## src/rtl/sender_pkg.sv

```systemverilog
// Shared types and ASCII constants for the time report sender.
// Pure definitions: no logic, no latency, no flow control.
package sender_pkg;

    typedef enum logic {
        IDLE = 1'b0,
        SEND = 1'b1
    } state_t;

    // Full frame "HH:MM:SS.CC\r\n"; the CR LF tail is optional at the top level.
    localparam int FRAME_LEN = 13;
    localparam int IDX_W     = 4;

    localparam logic [7:0] ASCII_ZERO  = 8'h30;
    localparam logic [7:0] ASCII_COLON = 8'h3A;
    localparam logic [7:0] ASCII_DOT   = 8'h2E;
    localparam logic [7:0] ASCII_CR    = 8'h0D;
    localparam logic [7:0] ASCII_LF    = 8'h0A;

endpackage

```

## src/rtl/bin2ascii2.sv

```systemverilog
// Binary byte to two ASCII decimal digits, saturating values above 99 to "99".
// Purely combinational; no latency, no backpressure.
module bin2ascii2
    import sender_pkg::*;
(
    input  logic [7:0] bin,
    output logic [7:0] tens,
    output logic [7:0] ones
);

    logic [6:0] val;

    always_comb begin
        val  = (bin > 8'd99) ? 7'd99 : bin[6:0];
        tens = ASCII_ZERO + {1'b0, val / 7'd10};
        ones = ASCII_ZERO + {1'b0, val % 7'd10};
    end

endmodule

```

## src/rtl/time_ascii_sender.sv

```systemverilog
// Sends a latched time snapshot as "HH:MM:SS.CC[\r\n]"; first byte 1 clk after send.
// Valid/ready output: a byte is held stable until tx_ready takes it; send ignored while busy.
module time_ascii_sender
    import sender_pkg::*;
#(
    parameter int APPEND_CRLF = 1
) (
    input  logic        clk,
    input  logic        rst,
    input  logic        send,
    input  logic [31:0] sender_data,
    output logic [7:0]  tx_data,
    output logic        tx_valid,
    input  logic        tx_ready,
    output logic        busy,
    output logic        frame_done
);

    localparam logic [IDX_W-1:0] LAST_IDX = (APPEND_CRLF != 0) ? IDX_W'(FRAME_LEN - 1)
                                                               : IDX_W'(FRAME_LEN - 3);

    state_t           state, state_nxt;
    logic [IDX_W-1:0] idx, idx_nxt;
    logic [31:0]      snap, snap_nxt;
    logic             done_nxt;
    logic             xfer;
    logic             last_xfer;
    logic [7:0]       tens [4];
    logic [7:0]       ones [4];

    // Field 0 is the hour in the top byte, field 3 the centiseconds.
    for (genvar g = 0; g < 4; g++) begin : g_field
        bin2ascii2 u_cvt (
            .bin  (snap[31-8*g -: 8]),
            .tens (tens[g]),
            .ones (ones[g])
        );
    end

    always_ff @(posedge clk) begin
        if (rst) begin
            state      <= IDLE;
            idx        <= '0;
            snap       <= '0;
            frame_done <= 1'b0;
        end else begin
            state      <= state_nxt;
            idx        <= idx_nxt;
            snap       <= snap_nxt;
            frame_done <= done_nxt;
        end
    end

    always_comb begin
        state_nxt = state;
        idx_nxt   = idx;
        snap_nxt  = snap;
        done_nxt  = 1'b0;
        xfer      = (state == SEND) && tx_ready;
        last_xfer = xfer && (idx == LAST_IDX);
        case (state)
            IDLE: begin
                if (send) begin
                    state_nxt = SEND;
                    idx_nxt   = '0;
                    snap_nxt  = sender_data;
                end
            end
            SEND: begin
                if (last_xfer) begin
                    done_nxt = 1'b1;
                    idx_nxt  = '0;
                    // A request landing on the final transfer chains straight into a new frame.
                    if (send) snap_nxt  = sender_data;
                    else      state_nxt = IDLE;
                end else if (xfer) begin
                    idx_nxt = idx + 1'b1;
                end
            end
            default: state_nxt = IDLE;
        endcase
    end

    always_comb begin
        tx_data = 8'h00;
        if (state == SEND) begin
            case (idx)
                4'd0:    tx_data = tens[0];
                4'd1:    tx_data = ones[0];
                4'd2:    tx_data = ASCII_COLON;
                4'd3:    tx_data = tens[1];
                4'd4:    tx_data = ones[1];
                4'd5:    tx_data = ASCII_COLON;
                4'd6:    tx_data = tens[2];
                4'd7:    tx_data = ones[2];
                4'd8:    tx_data = ASCII_DOT;
                4'd9:    tx_data = tens[3];
                4'd10:   tx_data = ones[3];
                4'd11:   tx_data = ASCII_CR;
                4'd12:   tx_data = ASCII_LF;
                default: tx_data = 8'h00;
            endcase
        end
    end

    assign tx_valid = (state == SEND);
    assign busy     = (state == SEND);

endmodule

```

## config.mk

```make
export PLATFORM = sky130hd
export DESIGN_NAME = time_ascii_sender
export DESIGN_NICKNAME = d
export VERILOG_FILES = /design/src/rtl/sender_pkg.sv /design/src/rtl/bin2ascii2.sv /design/src/rtl/time_ascii_sender.sv
export SDC_FILE = /design/constraint.sdc
export NUM_CORES = 1
export LEC_CHECK = 0
export CORE_MARGIN = 1
export CORE_UTILIZATION = 50
export DETAILED_ROUTE_END_ITERATION = 16
export PLACE_DENSITY_LB_ADDON = 0.25
export SYNTH_ARGS = -nofsm -noshare
export SYNTH_HDL_FRONTEND = slang
export SYNTH_SLANG_ARGS = --single-unit
```

## constraint.sdc

```tcl
create_clock -name clk -period 10.83 [get_ports clk]
set_input_delay 2.166 -clock clk [delete_from_list [all_inputs] [get_ports clk]]
set_output_delay 2.166 -clock clk [all_outputs]
set_load 0.01 [all_outputs]
```

==> impl_metrics.json, run 1 <==
{
  "dieArea_um2": 10600,
  "fin_worst_skew_ns": 0.0143,
  "combPwrFrac": 0.523,
  "status": "finished, final reports clean",
  "rows": 36,
  "peakVddDrop_uv": 47.8,
  "clkPwrFrac": 0.188,
  "finalSetupTns_ns": 0,
  "die_x_um": 103,
  "crit_path_max_incr_delay_ns": 0.57,
  "crit_family": "compound AO/OA/AOI/OAI gates",
  "cp-start-kind": "register",
  "setup_violations": 0,
  "min_path_type": "register to register",
  "core_area_um2": 9820,
  "antenna_found_initial": 0,
  "setup_slack_ns": 1.80,
  "critPathKind": "register to primary output",
  "synth_area_leader_cell": "dfxtp_1",
  "first_pass_iters": 5,
  "synthTopCellsByArea": "dfxtp_1 15%, nand2_1 8.7%, a21oi_1 6.4%",
  "syn_inst": 736,
  "grt_max_degree": 37,
  "cts_buffers": 5,
  "swShare": 0.434,
  "die_h_um": 103,
  "hold_buffers": 0,
  "p_sw_uw": 250,
  "total_power_uw": 575,
  "syn_area_um2": 5070,
  "cp.required_ns": 8.66,
  "ys_ff_latch": 38,
  "vias_per_cell": 6.36,
  "portBuffers": 46,
  "finalNetCount": 796,
  "ys_types": 93,
  "diodes": 0,
  "dp.cells": 866,
  "finalCritPeriodShare": 0.834,
  "synth_common_cells": "117 x nand2_1, 65 x a21oi_1, 57 x nor2_1",
  "synth_edf_count": 0,
  "synth.most_common_cell": "nand2_1",
  "grt_pass1_vias": 4773,
  "cp_slowest_cell": "a21oi_1",
  "clock_path_buffers": 2,
  "antenna_left": 0,
  "stdcell_count": 874,
  "fmax_mhz": 111,
  "rsz0062_at_grt": "no",
  "synth_top_area_frac": 0.150,
  "grt_pass1_wl_mm": 23.4,
  "clkLatencyLatePin_ns": 0.31,
  "crit_chain": "a21oi_1 -> and2_1 -> ha_1 -> and4b_1 -> a22o_1 -> ha_1 -> nor2_1 -> a22oi_1 -> mux2i_1 -> a2bb2oi_1 -> a21oi_1 -> xnor2_1 -> ha_1 -> o211ai_1 -> a21o_1 -> xnor2_1 -> o22ai_1 -> a221o_1 -> and4bb_1 -> mux2i_1 -> clkdlybuf4s50_1",
  "area_growth_syn_to_layout_pct": 9.62,
  "vias": 5557,
  "post-cts-setup-buffers": 0,
  "cts.sinks": 38,
  "dp_hpwl_mm": 10.8,
  "grt_usage": 0.276,
  "gp_congestion": 0.963,
  "seq_area_um2": 761,
  "yosysWarnings": 0,
  "finalHoldViolCount": 0,
  "path_buf_inv": 1,
  "worstPathArrival_ns": 6.87,
  "seqPwrFrac": 0.288,
  "synth.net_count": 792,
  "drtIter0Drc": 299,
  "drv_slew": 0,
  "slew_headroom": 0.284,
  "crit_path_end_kind": "primary output",
  "cellPowerDensity_nw_per_um2": 103,
  "tritoncts": "built",
  "async_flop_share": 0,
  "crit_path_max_fanout": 13,
  "dp_slack_ns": 2.25,
  "htreeDepth": 2,
  "synth_flop_cell": "dfxtp_1",
  "p_leak_uw": 0.00200,
  "clockRootBuffer": "clkbuf_8",
  "intPower_uw": 325,
  "cts.clk_slew.worst_paths_ns": 0.09,
  "drc": 0,
  "avgSynthCellArea_um2": 6.90,
  "hold_slack_ns": 0.486,
  "ys_seq_area_frac": 0.150,
  "finalWirelength_mm": 14.3,
  "maxCapViolCount": 0,
  "nFillCells": 985,
  "grt_overflow": 0,
  "routedWlPerCell_um": 16.3,
  "fin_crit_ns": 9.03,
  "multi_input_area_um2": 3960,
  "start_util": 0.517,
  "worst_pin_slew_ns": 1.05,
  "num_io_pins": 47,
  "cpMostUsedCell": "ha_1",
  "drive_gt1_frac": 0.0580,
  "post_cts_resized": 0
}
-- power groups by stage --
stage	Combinational (uW)	Clock [uW]	Sequential (uW)
floorplan	238	0	156
finish	301	108	166
global placement	288	0	168
global route	331	117	168
CTS	295	112	165
detailed placement	293	0	168
-- layout make-up --
| type | count | share of cell area |
|---|---|---|
| multi-input cells | 621 | 0.713 |
| repair buffers | 49 | 0.0868 |
| flip-flops and latches | 38 | 0.137 |
| clock buffers | 6 | 0.0148 |
| clock inverters | 2 | 0.00225 |
| inverters | 25 | 0.0169 |
| well taps | 133 | 0.0299 |
-- cell usage in the layout (no fill, tap or decap), types with 10 or more instances in the layout --
| master | synthesis | final |
|---|---|---|
| nand3_1 | 16 | 16 |
| ha_1 | 20 | 20 |
| xnor2_1 | 10 | 10 |
| nand2_1 | 117 | 117 |
| or3_1 | 11 | 11 |
| and2_1 | 18 | 18 |
| inv_1 | 24 | 24 |
| nand2b_1 | 13 | 13 |
| a31oi_1 | 15 | 15 |
| nor3_1 | 26 | 26 |
| clkdlybuf4s50_1 | 0 | 46 |
| mux2i_1 | 12 | 12 |
| a21oi_1 | 65 | 65 |
| o21ai_0 | 40 | 40 |
| a21o_1 | 10 | 10 |
| dfxtp_1 | 38 | 38 |
| nor2_1 | 57 | 57 |
-- tightest hold or removal path, delay by kind of cell (launching register included) --
family,cells,cell delay [ns]
AOI/OAI and AO/OA,1,0.05
and+or+nand+nor,1,0.06
DFF,1,0.33
-- state kept, by name, summed over array words and instances (netlist names) --
| register | flops |
|---|---|
| busy | 1 |
| snap | 32 |
| idx | 4 |
| frame_done | 1 |
-- worst paths after layout --
check,from,to,slack [ns],cells after the start
setup / recovery,snap[23]$_SDFFE_PP0P_,tx_data[6],1.80,21
hold / removal,snap[8]$_SDFFE_PP0P_,snap[8]$_SDFFE_PP0P_,0.49,2
setup reg to reg,idx[0]$_SDFFE_PP0P_,snap[13]$_SDFFE_PP0P_,8.40,9
hold reg to reg,snap[8]$_SDFFE_PP0P_,snap[8]$_SDFFE_PP0P_,0.49,2
-- metal layers --
| layer | vias to the layer above | track usage | routed length (um) |
|---|---|---|---|
| li1 | 2742 | - | - |
| met1 | 2561 | 0.372 | 6420 |
| met2 | 220 | 0.446 | 6570 |
| met3 | 34 | 0.0359 | 887 |
| met4 | 0 | 0.106 | 397 |
| met5 | - | 0 | 0 |
-- cell families (layout without fill, tap and decap cells) --
family / count (synthesis) / after routing / share of synthesized area
AND/OR/NAND/NOR: 327 / 327 / 0.337
AO/OA/AOI/OAI: 248 / 248 / 0.344
buffers and inverters: 77 / 82 / 0.0690
flip-flops: 38 / 38 / 0.150
adder cells (fa/ha/maj): 20 / 20 / 0.0493
multiplexers: 14 / 14 / 0.0281
XOR/XNOR: 12 / 12 / 0.0222
-- per-stage QoR --
| stage | util | instance area (um^2) |
|---|---|---|
| floorplan | - | 5070 |
| global placement | 0.557 | 5470 |
| detailed placement | 0.557 | 5470 |
| CTS | 0.567 | 5560 |
| global route | 0.567 | 5560 |
| finish | 0.567 | 5560 |
Power figures use the tool's default switching activity.
==> run 2: changes to the inputs <==
==> constraint.sdc (replaced) <==
create_clock -name clk -period 9.45 [get_ports clk]
set_input_delay 1.89 -clock clk [delete_from_list [all_inputs] [get_ports clk]]
set_output_delay 1.89 -clock clk [all_outputs]
set_load 0.01 [all_outputs]
==> run 2 against run 1 <==
Compared with the run above:
- sequential share of layout area barely moved
- first-iteration DRC count increased by 12%
- register-to-register slack worse by 1.4 ns
- routed wire length is 0.57% lower
- largest cell class unchanged
==> impl_metrics.json, run 2 (same netlist as run 1, synthesis figures left out) <==
{
  "die_h_um": 103,
  "worst_pin_slew_ns": 0.739,
  "crit_path_end_kind": "primary output",
  "dpl_cell_area_um2": 5480,
  "worstPathArrival_ns": 6.74,
  "crit_path_max_incr_delay_ns": 0.58,
  "post_cts_resized": 0,
  "num_io_pins": 47,
  "fin_crit_ns": 8.63,
  "drtIter0Drc": 335,
  "final_common_cell": "nand2_1",
  "grt_overflow": 0,
  "hold_buffers": 0,
  "rows": 36,
  "antenna_found_initial": 0,
  "path_buf_inv": 2,
  "setup_slack_ns": 0.820,
  "routedWlPerCell_um": 16.2,
  "largest_reg_flops": 32,
  "tritoncts": "built",
  "cp-start-kind": "register",
  "hold_slack_ns": 0.489,
  "cp.required_ns": 7.56,
  "drv_slew": 0,
  "post-cts-setup-buffers": 0,
  "post-route-util": 0.567,
  "grt_max_degree": 37,
  "finalNetCount": 797,
  "p_leak_uw": 0.00201,
  "drc": 0,
  "vias": 5690,
  "dieArea_um2": 10600,
  "area_growth_syn_to_layout_pct": 9.69,
  "diodes": 0,
  "critPathKind": "register to primary output",
  "cts_buffers": 5,
  "peakVddDrop_uv": 54.8,
  "crit_path_max_fanout": 15,
  "clkLatencyLatePin_ns": 0.30,
  "post-route-cell-area_um2": 5570,
  "first_pass_iters": 5,
  "largest_registers": "snap: 32 flops, idx: 4 flops",
  "drive_gt1_frac": 0.0580,
  "clockRootBuffer": "clkbuf_8",
  "finalCritPeriodShare": 0.913,
  "cts.sinks": 38,
  "gp_congestion": 0.998,
  "status": "finished, final reports clean",
  "cts.clk_slew.worst_paths_ns": 0.08,
  "grt_usage": 0.271,
  "clock_path_buffers": 2,
  "cellPowerDensity_nw_per_um2": 118,
  "top_register": "snap",
  "crit_family": "compound AO/OA/AOI/OAI gates",
  "setup_violations": 0,
  "portBuffers": 46,
  "grt_pass1_vias": 4963,
  "dp_hpwl_mm": 10.7,
  "start_util": 0.517,
  "dp_slack_ns": 1.26,
  "rsz0062_at_grt": "no",
  "finalHoldViolCount": 0,
  "min_path_type": "register to register",
  "crit_chain": "a21oi_1 -> and2_1 -> ha_1 -> o21a_1 -> o22a_1 -> inv_1 -> ha_1 -> nor4b_1 -> a22oi_1 -> o221ai_2 -> o21ai_0 -> a21boi_0 -> ha_1 -> o21ai_0 -> a211o_1 -> a31oi_4 -> a311oi_1 -> a221o_1 -> and4bb_1 -> mux2i_1 -> clkdlybuf4s50_1",
  "maxCapViolCount": 0,
  "htreeDepth": 2,
  "cpMostUsedCell": "ha_1",
  "mostFrequentLayoutCells": "117 x nand2_1, 65 x a21oi_1, 57 x nor2_1",
  "fmax_mhz": 116,
  "core_area_um2": 9820,
  "slew_headroom": 0.506,
  "die_x_um": 103,
  "fin_worst_skew_ns": 0.0104,
  "grt_pass1_wl_mm": 23.2,
  "vias_per_cell": 6.50,
  "finalWirelength_mm": 14.2,
  "cp_slowest_cell": "clkdlybuf4s50_1",
  "antenna_left": 0,
  "finalSetupTns_ns": 0
}
[run 2: changes by cell type in the layout (fill, tap and decap cells not counted)]
cell	change
buf_4	+1
clkbuf_1	+1
clkinvlp_4	-1
[run 2: area by class of cell]
class | count | area (um^2)
multi-input cells | 621 | 3960
fillers | 989 | 4250
inverters | 25 | 93.8
flip-flops and latches | 38 | 761
well taps | 133 | 166
repair buffers | 50 | 490
clock buffers | 7 | 86.3
clock inverters | 1 | 5.00
[run 2: power breakdown]
group | total [uW] | internal, uW | switching, uW
combinational | 344 | 145 | 198
sequential | 190 | 169 | 21.5
clock | 121 | 59.0 | 62.2
total | 655 | 373 | 282
[run 2: metrics by stage]
| step | power (uW) | std cells |
|---|---|---|
| 3_3_place_gp | 523 | 867 |
| 6_report | 655 | 875 |
| 4_1_cts | 653 | 875 |
| 3_5_place_dp | 529 | 867 |
| 5_1_grt | 702 | 875 |
| 2_1_floorplan | 451 | 736 |
[run 2: metal layers]
metal  global-route usage  up-vias  routed length [um]
li1                     -     2748                   -
met1                0.347     2653                6200
met2                0.443      241                6510
met3               0.0434       48                 933
met4                0.131        0                 546
met5                    0        -                   0
[run 2: final timing paths]
kind / cells after the start / slack (ns) / end / startpoint
hold / removal: 2 / 0.49 / snap[16]$_SDFFE_PP0P_ / snap[16]$_SDFFE_PP0P_
setup reg to reg: 9 / 6.97 / snap[25]$_SDFFE_PP0P_ / idx[0]$_SDFFE_PP0P_
hold reg to reg: 2 / 0.49 / snap[16]$_SDFFE_PP0P_ / snap[16]$_SDFFE_PP0P_
setup / recovery: 21 / 0.82 / tx_data[6] / snap[31]$_SDFFE_PP0P_
[run 2: worst reg2reg max path, delay by kind of cell (launching register included)]
family                     cells  cell delay, ns
AOI/OAI and AO/OA              1            0.12
adders and majority gates      1            0.38
buffers and inverters          2            0.48
DFF                            1            0.35
and+or+nand+nor                5            1.08
==> run 3: changes to the inputs <==
--- a/config.mk
+++ b/config.mk
@@ -9,6 +9,7 @@
 export CORE_UTILIZATION = 50
 export DETAILED_ROUTE_END_ITERATION = 16
 export PLACE_DENSITY_LB_ADDON = 0.25
+export RECOVER_POWER = 50
 export SYNTH_ARGS = -nofsm -noshare
 export SYNTH_HDL_FRONTEND = slang
 export SYNTH_SLANG_ARGS = --single-unit
==> run 3 against run 2 <==
Compared with the run above:
- global-route usage stayed put
- sequential cell count stayed put
- maximum frequency is 0.27% lower
- non-clock buffer count stayed put
- sequential power hardly changed
- the run now ends with max-capacitance violations, max-slew violations left
- count of clock-buffer cells in the layout stayed put
- design area hardly changed
==> impl_metrics.json, run 3 (same netlist as run 1, synthesis figures left out) <==
{
  "vias_per_cell": 6.50,
  "setup_slack_ns": 0.797,
  "cellPowerDensity_nw_per_um2": 118,
  "crit_family": "compound AO/OA/AOI/OAI gates",
  "fin_worst_skew_ns": 0.0113,
  "cts.sinks": 38,
  "clkPwrFrac": 0.185,
  "cp.required_ns": 7.56,
  "peakVddDrop_uv": 54.9,
  "top_register": "snap",
  "fmax_mhz": 116,
  "dieArea_um2": 10600,
  "total_power_uw": 655,
  "grt_pass1_vias": 4963,
  "status": "finished, violations left",
  "vias": 5690,
  "mostFrequentLayoutCells": "117 x nand2_1, 65 x a21oi_1, 57 x nor2_1",
  "crit_chain": "a21oi_1 -> and2_1 -> ha_1 -> o21a_1 -> o22a_1 -> inv_1 -> ha_1 -> nor4b_1 -> a22oi_1 -> o221ai_2 -> o21ai_0 -> a21boi_0 -> ha_1 -> o21ai_0 -> a211o_1 -> a31oi_4 -> a311oi_1 -> a221o_1 -> and4bb_1 -> mux2i_1 -> clkdlybuf4s50_1",
  "grt_pass1_wl_mm": 23.2,
  "dp_hpwl_mm": 10.7,
  "finalCritPeriodShare": 0.916,
  "tritoncts": "built",
  "drtIter0Drc": 334,
  "setup_violations": 0,
  "crit_path_end_kind": "primary output",
  "die_h_um": 103,
  "violations": "max-capacitance violations, max-slew violations",
  "grt_usage": 0.271,
  "clockRootBuffer": "clkbuf_8",
  "p_leak_uw": 0.00201,
  "num_io_pins": 47,
  "dp_slack_ns": 1.26,
  "min_path_type": "register to register",
  "routedWlPerCell_um": 16.2,
  "seqPwrFrac": 0.290,
  "path_buf_inv": 2,
  "intPower_uw": 373,
  "die_x_um": 103,
  "antenna_left": 0,
  "first_pass_iters": 5,
  "crit_path_max_incr_delay_ns": 0.58,
  "antenna_found_initial": 0,
  "gp_congestion": 0.998,
  "finalHoldViolCount": 0,
  "rsz0062_at_grt": "no",
  "hold_buffers": 0,
  "drv_slew": 37,
  "critPathKind": "register to primary output",
  "cp_slowest_cell": "clkdlybuf4s50_1",
  "largest_registers": "snap: 32 flops, idx: 4 flops",
  "start_util": 0.517,
  "hold_slack_ns": 0.489,
  "diodes": 0,
  "largest_reg_flops": 32,
  "cts_buffers": 5,
  "crit_path_max_fanout": 15,
  "swShare": 0.431,
  "drc": 0,
  "finalSetupTns_ns": 0,
  "finalNetCount": 797,
  "clock_path_buffers": 2,
  "slew_headroom": -0.135,
  "portBuffers": 46,
  "drive_gt1_frac": 0.0566,
  "grt_overflow": 0,
  "cts.clk_slew.worst_paths_ns": 0.08,
  "combPwrFrac": 0.525,
  "rows": 36,
  "p_sw_uw": 282,
  "cp-start-kind": "register",
  "area_growth_syn_to_layout_pct": 9.62,
  "fin_crit_ns": 8.65,
  "worst_pin_slew_ns": 1.70,
  "maxCapViolCount": 1,
  "post-route-util": 0.567,
  "worstPathArrival_ns": 6.76,
  "grt_max_degree": 37,
  "htreeDepth": 2,
  "clkLatencyLatePin_ns": 0.30,
  "finalWirelength_mm": 14.2,
  "final_common_cell": "nand2_1",
  "post_cts_resized": 0,
  "cpMostUsedCell": "ha_1",
  "post-cts-setup-buffers": 0,
  "core_area_um2": 9820
}
## run 3: cell count changes in the layout (fill, tap and decap cells not counted)
cell,delta
clkbuf_1,+1
dlygate4sd3_1,+4
buf_4,-1
clkdlybuf4s50_1,-4
## run 3: worst register-to-register path, cell delays in order, from the launching register on
cell     delay, ns
dfxtp_1       0.35
inv_1         0.13
ha_1          0.39
and3_1        0.21
nand3_1       0.15
nand2_1       0.13
and2_1        0.49
buf_4         0.35
nand2_1       0.10
a21oi_1       0.12
## run 3: metrics by stage
step | cells | cell area, um^2
2_1_floorplan | 736 | 5070
3_3_place_gp | 867 | 5480
3_5_place_dp | 867 | 5480
4_1_cts | 875 | 5570
5_1_grt | 875 | 5560
6_report | 875 | 5560
## run 3: power groups by stage
stage / Clock (uW) / Combinational (uW) / Sequential, uW
CTS: 126 / 338 / 190
global route: 130 / 379 / 192
detailed placement: 0 / 336 / 193
floorplan: 0 / 272 / 178
global placement: 0 / 330 / 193
finish: 121 / 344 / 190
## run 3: worst paths after layout
path	start	end	slack (ns)	cells past startpoint
worst max-delay path	snap[31]$_SDFFE_PP0P_	tx_data[6]	0.80	21
worst min-delay path	snap[16]$_SDFFE_PP0P_	snap[16]$_SDFFE_PP0P_	0.49	2
worst max register to register	idx[0]$_SDFFE_PP0P_	snap[25]$_SDFFE_PP0P_	6.94	9
worst min register to register	snap[16]$_SDFFE_PP0P_	snap[16]$_SDFFE_PP0P_	0.49	2
## run 3: cell type report
cell class | instances | area, um^2
clock inverter | 1 | 5.00
multi-input combinational | 621 | 3960
fill | 990 | 4260
inverter | 25 | 93.8
tap | 133 | 166
timing repair buffer | 50 | 487
clock buffer | 7 | 86.3
sequential | 38 | 761
## run 3: routing by layer
metal / share of wire / up-vias / routed length (um) / GRT usage
li1: - / 2752 / - / -
met1: 0.43 / 2622 / 6160 / 0.347
met2: 0.46 / 262 / 6500 / 0.443
met3: 0.068 / 54 / 959 / 0.0434
met4: 0.040 / 0 / 571 / 0.131
met5: 0 / - / 0 / 0
